File: src/rtl/regfile_rename_pkg.sv
// regfile_rename_pkg: shared constants for the renamed register file
package regfile_rename_pkg;
  localparam logic rstEnable = 1'b0;
  localparam logic rstDisable = 1'b1;
  localparam logic readEnable = 1'b1;
  localparam logic writeEnable = 1'b1;
  localparam logic [31:0] ZERO32 = 32'h0;
  localparam int XLEN_DEF = 32;
  localparam int NREGS_DEF = 32;
  localparam int TAG_W_DEF = 4;
endpackage

File: src/rtl/regfile_rename_if.sv
// regfile_rename_if: read, issue, commit and flush bus of the renamed register file
interface regfile_rename_if
  import regfile_rename_pkg::*;
#(
  parameter int XLEN = XLEN_DEF,
  parameter int NREGS = NREGS_DEF,
  parameter int NREAD = 2,
  parameter int TAG_W = TAG_W_DEF
);
  localparam int IDX_W = $clog2(NREGS);
  logic [NREAD-1:0] rdE_in;
  logic [NREAD*IDX_W-1:0] rdIdx_in;
  logic [NREAD*XLEN-1:0] rdData_out;
  logic [NREAD-1:0] rdBusy_out;
  logic [NREAD*TAG_W-1:0] rdTag_out;
  logic issueE_in;
  logic [IDX_W-1:0] issueIdx_in;
  logic [TAG_W-1:0] issueTag_in;
  logic commitE_in;
  logic [IDX_W-1:0] commitIdx_in;
  logic [TAG_W-1:0] commitTag_in;
  logic [XLEN-1:0] commitData_in;
  logic flush_in;
  logic [IDX_W:0] busyCount_out;
  modport master (
    output rdE_in, rdIdx_in, issueE_in, issueIdx_in, issueTag_in,
    output commitE_in, commitIdx_in, commitTag_in, commitData_in, flush_in,
    input rdData_out, rdBusy_out, rdTag_out, busyCount_out
  );
  modport slave (
    input rdE_in, rdIdx_in, issueE_in, issueIdx_in, issueTag_in,
    input commitE_in, commitIdx_in, commitTag_in, commitData_in, flush_in,
    output rdData_out, rdBusy_out, rdTag_out, busyCount_out
  );
endinterface

File: src/rtl/regfile_read_port.sv
// regfile_read_port: one read port with reset/enable/x0 masking and same-cycle commit bypass
module regfile_read_port
  import regfile_rename_pkg::*;
#(
  parameter int XLEN = XLEN_DEF,
  parameter int IDX_W = 5,
  parameter int TAG_W = TAG_W_DEF
) (
  input  logic             rst_i,
  input  logic             rd_e_i,
  input  logic [IDX_W-1:0] rd_idx_i,
  input  logic [XLEN-1:0]  arr_data_i,
  input  logic             arr_busy_i,
  input  logic [TAG_W-1:0] arr_tag_i,
  input  logic             commit_e_i,
  input  logic [IDX_W-1:0] commit_idx_i,
  input  logic [TAG_W-1:0] commit_tag_i,
  input  logic [XLEN-1:0]  commit_data_i,
  output logic [XLEN-1:0]  rd_data_o,
  output logic             rd_busy_o,
  output logic [TAG_W-1:0] rd_tag_o
);
  logic kill, hit;
  always_comb begin
    kill = rst_i == rstEnable || rd_e_i != readEnable || rd_idx_i == '0;
    hit = commit_e_i == writeEnable && commit_idx_i == rd_idx_i;
    rd_data_o = kill ? '0 : hit ? commit_data_i : arr_data_i;
    rd_busy_o = kill ? 1'b0 : hit ? arr_busy_i && arr_tag_i != commit_tag_i : arr_busy_i;
    rd_tag_o = kill ? '0 : arr_tag_i;
  end
endmodule

File: src/rtl/regfile_rename.sv
// regfile_rename: integer register file with per-register busy bit and ROB tag
module regfile_rename
  import regfile_rename_pkg::*;
#(
  parameter int XLEN = XLEN_DEF,
  parameter int NREGS = NREGS_DEF,
  parameter int NREAD = 2,
  parameter int TAG_W = TAG_W_DEF
) (
  input logic clk_in,
  input logic rst_in,
  regfile_rename_if.slave bus
);
  localparam int IDX_W = $clog2(NREGS);
  logic [XLEN-1:0] regs_q [NREGS];
  logic [XLEN-1:0] regs_d [NREGS];
  logic [TAG_W-1:0] tag_q [NREGS];
  logic [TAG_W-1:0] tag_d [NREGS];
  logic [NREGS-1:0] busy_q, busy_d;
  logic [IDX_W:0] cnt_q, cnt_d;
  logic [NREAD*XLEN-1:0] rd_data;
  logic [NREAD-1:0] rd_busy;
  logic [NREAD*TAG_W-1:0] rd_tag;
  always_comb begin
    regs_d = regs_q;
    busy_d = busy_q;
    tag_d = tag_q;
    if (bus.commitE_in == writeEnable && bus.commitIdx_in != '0) begin
      regs_d[bus.commitIdx_in] = bus.commitData_in;
      if (busy_q[bus.commitIdx_in] && tag_q[bus.commitIdx_in] == bus.commitTag_in)
        busy_d[bus.commitIdx_in] = 1'b0;
    end
    if (bus.flush_in)
      busy_d = '0;
    else if (bus.issueE_in == writeEnable && bus.issueIdx_in != '0) begin
      busy_d[bus.issueIdx_in] = 1'b1;
      tag_d[bus.issueIdx_in] = bus.issueTag_in;
    end
    busy_d[0] = 1'b0;
    cnt_d = '0;
    for (int i = 0; i < NREGS; i++) cnt_d = cnt_d + (IDX_W+1)'(busy_d[i]);
  end
  always_ff @(posedge clk_in)
    if (rst_in == rstEnable) begin
      regs_q <= '{default: '0};
      tag_q <= '{default: '0};
      busy_q <= '0;
      cnt_q <= '0;
    end else begin
      regs_q <= regs_d;
      tag_q <= tag_d;
      busy_q <= busy_d;
      cnt_q <= cnt_d;
    end
  for (genvar p = 0; p < NREAD; p++) begin : g_rd
    logic [IDX_W-1:0] idx;
    assign idx = bus.rdIdx_in[p*IDX_W +: IDX_W];
    regfile_read_port #(.XLEN(XLEN), .IDX_W(IDX_W), .TAG_W(TAG_W)) u_port (
      .rst_i(rst_in),
      .rd_e_i(bus.rdE_in[p]),
      .rd_idx_i(idx),
      .arr_data_i(regs_q[idx]),
      .arr_busy_i(busy_q[idx]),
      .arr_tag_i(tag_q[idx]),
      .commit_e_i(bus.commitE_in),
      .commit_idx_i(bus.commitIdx_in),
      .commit_tag_i(bus.commitTag_in),
      .commit_data_i(bus.commitData_in),
      .rd_data_o(rd_data[p*XLEN +: XLEN]),
      .rd_busy_o(rd_busy[p]),
      .rd_tag_o(rd_tag[p*TAG_W +: TAG_W])
    );
  end
  assign bus.rdData_out = rd_data;
  assign bus.rdBusy_out = rd_busy;
  assign bus.rdTag_out = rd_tag;
  assign bus.busyCount_out = cnt_q;
endmodule
File: src/flat_wrapper.sv
// flat-port wrapper written by rule: the top's interface ports become plain ports
module regfile_rename_flat import regfile_rename_pkg::*;
#(
  parameter int XLEN = XLEN_DEF,
  parameter int NREGS = NREGS_DEF,
  parameter int NREAD = 2,
  parameter int TAG_W = TAG_W_DEF
)
  (clk_in, rst_in, bus_rdE_in, bus_rdIdx_in, bus_issueE_in, bus_issueIdx_in, bus_issueTag_in, bus_commitE_in, bus_commitIdx_in, bus_commitTag_in, bus_commitData_in, bus_flush_in, bus_rdData_out, bus_rdBusy_out, bus_rdTag_out, bus_busyCount_out);
  regfile_rename_if #(.XLEN(XLEN), .NREGS(NREGS), .NREAD(NREAD), .TAG_W(TAG_W)) bus_i ();
  input logic clk_in;
  input logic rst_in;
  input wire logic [$bits(bus_i.rdE_in)-1:0] bus_rdE_in;
  input wire logic [$bits(bus_i.rdIdx_in)-1:0] bus_rdIdx_in;
  input wire logic [$bits(bus_i.issueE_in)-1:0] bus_issueE_in;
  input wire logic [$bits(bus_i.issueIdx_in)-1:0] bus_issueIdx_in;
  input wire logic [$bits(bus_i.issueTag_in)-1:0] bus_issueTag_in;
  input wire logic [$bits(bus_i.commitE_in)-1:0] bus_commitE_in;
  input wire logic [$bits(bus_i.commitIdx_in)-1:0] bus_commitIdx_in;
  input wire logic [$bits(bus_i.commitTag_in)-1:0] bus_commitTag_in;
  input wire logic [$bits(bus_i.commitData_in)-1:0] bus_commitData_in;
  input wire logic [$bits(bus_i.flush_in)-1:0] bus_flush_in;
  output wire logic [$bits(bus_i.rdData_out)-1:0] bus_rdData_out;
  output wire logic [$bits(bus_i.rdBusy_out)-1:0] bus_rdBusy_out;
  output wire logic [$bits(bus_i.rdTag_out)-1:0] bus_rdTag_out;
  output wire logic [$bits(bus_i.busyCount_out)-1:0] bus_busyCount_out;
  assign bus_i.rdE_in = bus_rdE_in;
  assign bus_i.rdIdx_in = bus_rdIdx_in;
  assign bus_i.issueE_in = bus_issueE_in;
  assign bus_i.issueIdx_in = bus_issueIdx_in;
  assign bus_i.issueTag_in = bus_issueTag_in;
  assign bus_i.commitE_in = bus_commitE_in;
  assign bus_i.commitIdx_in = bus_commitIdx_in;
  assign bus_i.commitTag_in = bus_commitTag_in;
  assign bus_i.commitData_in = bus_commitData_in;
  assign bus_i.flush_in = bus_flush_in;
  assign bus_rdData_out = bus_i.rdData_out;
  assign bus_rdBusy_out = bus_i.rdBusy_out;
  assign bus_rdTag_out = bus_i.rdTag_out;
  assign bus_busyCount_out = bus_i.busyCount_out;
  regfile_rename #(.XLEN(XLEN), .NREGS(NREGS), .NREAD(NREAD), .TAG_W(TAG_W)) u_core (.clk_in(clk_in), .rst_in(rst_in), .bus(bus_i));
endmodule
File: config.mk
export PLATFORM = sky130hd
export DESIGN_NAME = regfile_rename_flat
export DESIGN_NICKNAME = d
export VERILOG_FILES = /design/src/rtl/regfile_rename_pkg.sv /design/src/rtl/regfile_rename_if.sv /design/src/rtl/regfile_read_port.sv /design/src/rtl/regfile_rename.sv /design/src/flat_wrapper.sv
export SDC_FILE = /design/constraint.sdc
export NUM_CORES = 2
export LEC_CHECK = 0
export ABC_AREA = 1
export CORE_MARGIN = 5
export CORE_UTILIZATION = 35
export DETAILED_ROUTE_END_ITERATION = 7
export PLACE_DENSITY = 0.48
export SLEW_MARGIN = 20
export SYNTH_ARGS = -nofsm -noshare
export SYNTH_HDL_FRONTEND = slang
export SYNTH_SLANG_ARGS = --single-unit
File: constraint.sdc
create_clock -name clk_in -period 12.55 [get_ports clk_in]
set_input_delay 2.51 -clock clk_in [delete_from_list [all_inputs] [get_ports clk_in]]
set_output_delay 2.51 -clock clk_in [all_outputs]
set_load 0.01 [all_outputs]
==> summary.md <==
The flow ran to the end, and the final reports show no timing, DRC or antenna violations. The run gives 25 as the number of antenna violations at the first check in global routing. Setup violations remaining at the end of the flow were counted as 0. TritonCTS built the clock tree. The top cell type's share of synthesized area is 0.365.

The combined global-route utilization of all metal layers is 0.328. The worst reg-to-reg setup slack came out at 5670 ps. The mapped cell area is 0.0652 sq mm. The net count of the finished layout is 9724.

The run gives 0 as the number of hold buffers added after CTS. By count the netlist is led by 2289 x sky130_fd_sc_hd__o21ai_0, 1658 x sky130_fd_sc_hd__nor2_1, 1189 x sky130_fd_sc_hd__dfxtp_1, 1180 x sky130_fd_sc_hd__a21oi_1, 1094 x sky130_fd_sc_hd__nand2_1. Traced cell by cell, the critical path runs through buf_4, clkinv_2, nand4_1, nand3_1, inv_1, o21ai_0, a31oi_1, clkdlybuf4s50_1.

The tools report the starting utilization of the core area as 0.352. Clock tree synthesis selected as its root buffer the cell sky130_fd_sc_hd__clkbuf_16. Yosys instantiated no cell more often than sky130_fd_sc_hd__o21ai_0. The number of buffers on the longest clock path was 3; the detailed placement HPWL was 193000 microns. Worst-case headroom to the max-slew limit: 0.234.

After synthesis, the netlist uses 35 different library cells. For the core outline area, the log shows 0.185 sq mm. After global routing the overflow that remains totals 0.

Post-CTS timing repair inserted 0 buffers for setup. The count of max-cap constraint violations is 0. The run gives 0 ps as the setup TNS. The number of rows created at floorplan was 158; the signed area change from the synthesized netlist to the final layout was 11.3%. At the pin with the least slew margin, the transition time is 1150 ps. The run gives 0 as the count of pins over their slew limit. The logic depth of the worst register-to-register path was 30. The largest total area in the synthesized netlist belongs to sky130_fd_sc_hd__dfxtp_1. STA classifies the critical path endpoint as an output pin. In this design, the stage delay of the slowest critical-path cell is 850 ps. The post-synthesis area per instance was 6.45 sq um; the total wire length after detailed routing was 338000 microns.

Once detail routing completed, the nets flagged for antenna violations numbered 0. The via density per instance came out at 5.91. The worst hold path terminates at u_core.regs_q[992]$_SDFFE_PN0P_.

The layout cell share with drive strength beyond 1 came out at 0.0522. For the final database, setup skew stands at 40.2 ps. Entering global routing, the biggest net connects 218 pins. Setup repair after global routing left no endpoint under its margin.

Number of enable-type register cells in the synthesized netlist: 0. In this run the vertical extent of the chip is 442 microns. After filler insertion, the fill cell instance count of the layout stands at 19800.

The clock latency on the worst-skew pair was 820 ps. In this run the critical register-to-register path is captured at u_core.bus.busyCount_out[4]$_SDFF_PN0_. The leakage power of the design is 27.4 nW. Cell family contributing the most delay on the critical path: buffers and inverters. The run gives 0.365 as the proportion of synthesized chip area in sequential cells. The net count after synthesis is 10200, and the required time of the critical path is 10040 ps. The startpoint identified for the worst register-to-register timing path is u_core.tag_q[78]$_SDFFE_PN0P_. The worst path needs 9780 ps of the cycle, external delays included. The final weighted congestion of routability-driven global placement is 0.967, and the number of buffers and inverters on the critical path is 4. The tools report the residual DRC count as 0. The sequential cells in the finished layout cover a total of 0.0238 sq mm.

OpenSTA, run right after detailed placement, puts the worst setup slack at 2010 ps. For the count of final hold-check violations, the log shows 0. The initial detailed-routing violation count was 9944; the detailed-routing iteration count for the pre-antenna-repair pass was 6. The post-synthesis async set-or-reset flop share came out at 0. In this run the most critical hold path is launched from u_core.regs_q[992]$_SDFFE_PN0P_. In the final layout, the multi-input gates occupy 0.0352 sq mm. In the post-synthesis netlist, the biggest area contributors are sky130_fd_sc_hd__dfxtp_1 36%, sky130_fd_sc_hd__o21ai_0 18%, sky130_fd_sc_hd__nor2_1 9.5%. The H-tree depth reported by CTS was 4. The cell with the largest stage delay on the worst path was sky130_fd_sc_hd__clkinv_2. Final worst-path cycle share: 0.779. The maximum fanout count along the critical path came out at 31. The tree built by TritonCTS fans out to 1189 sinks. Hold-critical path depth: 2. The x dimension of the die is 442 microns, and the total die area is 0.195 sq mm. The run gives 146 as the number of clock buffers inserted by TritonCTS. Setup slack closes at 2770 ps. Critical path data arrival time: 7270 ps.

In this run the tool buffered the top-level ports with 146 buffer cells. Dividing the detail-routed wire length by the instance count gives 27.6 microns. The run gives 0 as the post-cts resize count.

Across all layers, the routed design uses 72300 vias. 147 I/O pins were placed. Across the VDD grid, the largest voltage drop is 0.106 mV. The via count of the first global-routing pass was 65000. The startpoint type of the worst setup path is an input pin. Category of the critical setup timing path: in -> out. The first global-routing pass estimated 480000 microns of wire. In this run, synthesis produced a sequential element count of 1189. Among all flip-flop cells after synthesis, the most frequent one is sky130_fd_sc_hd__dfxtp_1.

The kind of path behind the tightest hold check is reg -> reg. The power density over cell area works out to 130 mW/mm^2. The tools report the number of warnings issued by yosys as 0.

Timing would allow up to 0.102 GHz. Synthesized instance count: 10100. The clock transition at the registers of the reported paths is 60 ps.
-- area by class of cell --
cell class / instances / share of cell area
multi-input cells: 7272 / 0.484
flip-flops and latches: 1189 / 0.328
clock buffers: 230 / 0.0622
well taps: 2480 / 0.0427
repair buffers: 320 / 0.0407
inverters: 696 / 0.0367
clock inverters: 35 / 0.00525
diodes: 10 / 0.000345
-- worst min-delay path: cells and delay by family, from the launching register on --
family / cells / cell delay, ps
DFF: 1 / 310
buffers and inverters: 1 / 30
and+or+nand+nor: 1 / 50
-- routing by layer --
layer / part of all wire / GRT usage
met1: 0.42 / 0.440
met5: 0.000080 / 0.00122
met3: 0.092 / 0.0598
met4: 0.057 / 0.164
met2: 0.43 / 0.505
-- cell usage in the layout (no fill, tap or decap), types with 34 or more instances in the layout --
cell | synthesis | layout
sky130_fd_sc_hd__o21ai_0 | 2289 | 2288
sky130_fd_sc_hd__nor2_1 | 1658 | 1639
sky130_fd_sc_hd__dfxtp_1 | 1189 | 1189
sky130_fd_sc_hd__a21oi_1 | 1180 | 1180
sky130_fd_sc_hd__nand2_1 | 1094 | 1094
sky130_fd_sc_hd__inv_1 | 655 | 635
sky130_fd_sc_hd__nand3_1 | 434 | 432
sky130_fd_sc_hd__o211ai_1 | 262 | 262
sky130_fd_sc_hd__buf_4 | 11 | 164
sky130_fd_sc_hd__clkbuf_16 | 0 | 152
sky130_fd_sc_hd__clkdlybuf4s50_1 | 0 | 133
sky130_fd_sc_hd__o2111ai_1 | 109 | 109
sky130_fd_sc_hd__o221ai_1 | 90 | 90
sky130_fd_sc_hd__clkbuf_8 | 0 | 42
sky130_fd_sc_hd__clkbuf_1 | 745 | 36
sky130_fd_sc_hd__clkinv_2 | 0 | 35
sky130_fd_sc_hd__nand4_1 | 34 | 34
-- how the worst max path moves through the flow --
stage	from	end	slack [ps]	cells after the start
after global placement	bus_commitIdx_in[1]	u_core.bus.busyCount_out[4]$_SDFF_PN0_	1980	32
after global routing	bus_commitIdx_in[1]	u_core.bus.busyCount_out[4]$_SDFF_PN0_	2390	32
after CTS	bus_commitIdx_in[1]	u_core.bus.busyCount_out[4]$_SDFF_PN0_	2840	32
after floorplan	bus_commitIdx_in[0]	u_core.bus.busyCount_out[4]$_SDFF_PN0_	4130	33
final	bus_rdIdx_in[9]	bus_rdData_out[62]	2770	8
after detailed placement	bus_commitIdx_in[1]	u_core.bus.busyCount_out[4]$_SDFF_PN0_	2010	32
-- metrics by stage --
stage / total power, W / hold slack, ps / cell area (sq um) / std cells / util
2_1_floorplan: 0.00459 / 407 / 65200 / 10100 / -
3_3_place_gp: 0.00507 / 416 / 67700 / 12000 / 0.365
3_5_place_dp: 0.00507 / 419 / 67700 / 12000 / 0.365
4_1_cts: 0.00944 / 428 / 72600 / 12200 / 0.392
5_1_grt: 0.00969 / 455 / 72600 / 12200 / 0.392
6_report: 0.00942 / 434 / 72600 / 12200 / 0.392
-- logic make-up after synthesis --
group	count (synthesis)	share of synthesized area
AO/OA/AOI/OAI	3995	0.330
buffers and inverters	1660	0.0986
adder cells (fa/ha/maj)	32	0.00878
multiplexers	1	0.000153
flip-flops	1189	0.365
AND/OR/NAND/NOR	3244	0.198
-- registers in the layout, summed over array words and instances (netlist names) --
signal / cells
u_core.regs_q: 1024
u_core.tag_q: 128
u_core.busy_q: 31
u_core.bus.busyCount_out: 6
-- where the power goes --
part	internal, W	total, W	switching (W)
Combinational	0.000288	0.00118	0.000891
Clock	0.00257	0.00439	0.00182
Sequential	0.00382	0.00385	0.0000264
Total	0.00668	0.00942	0.00274
No activity file was read; power rests on OpenSTA's default activity.
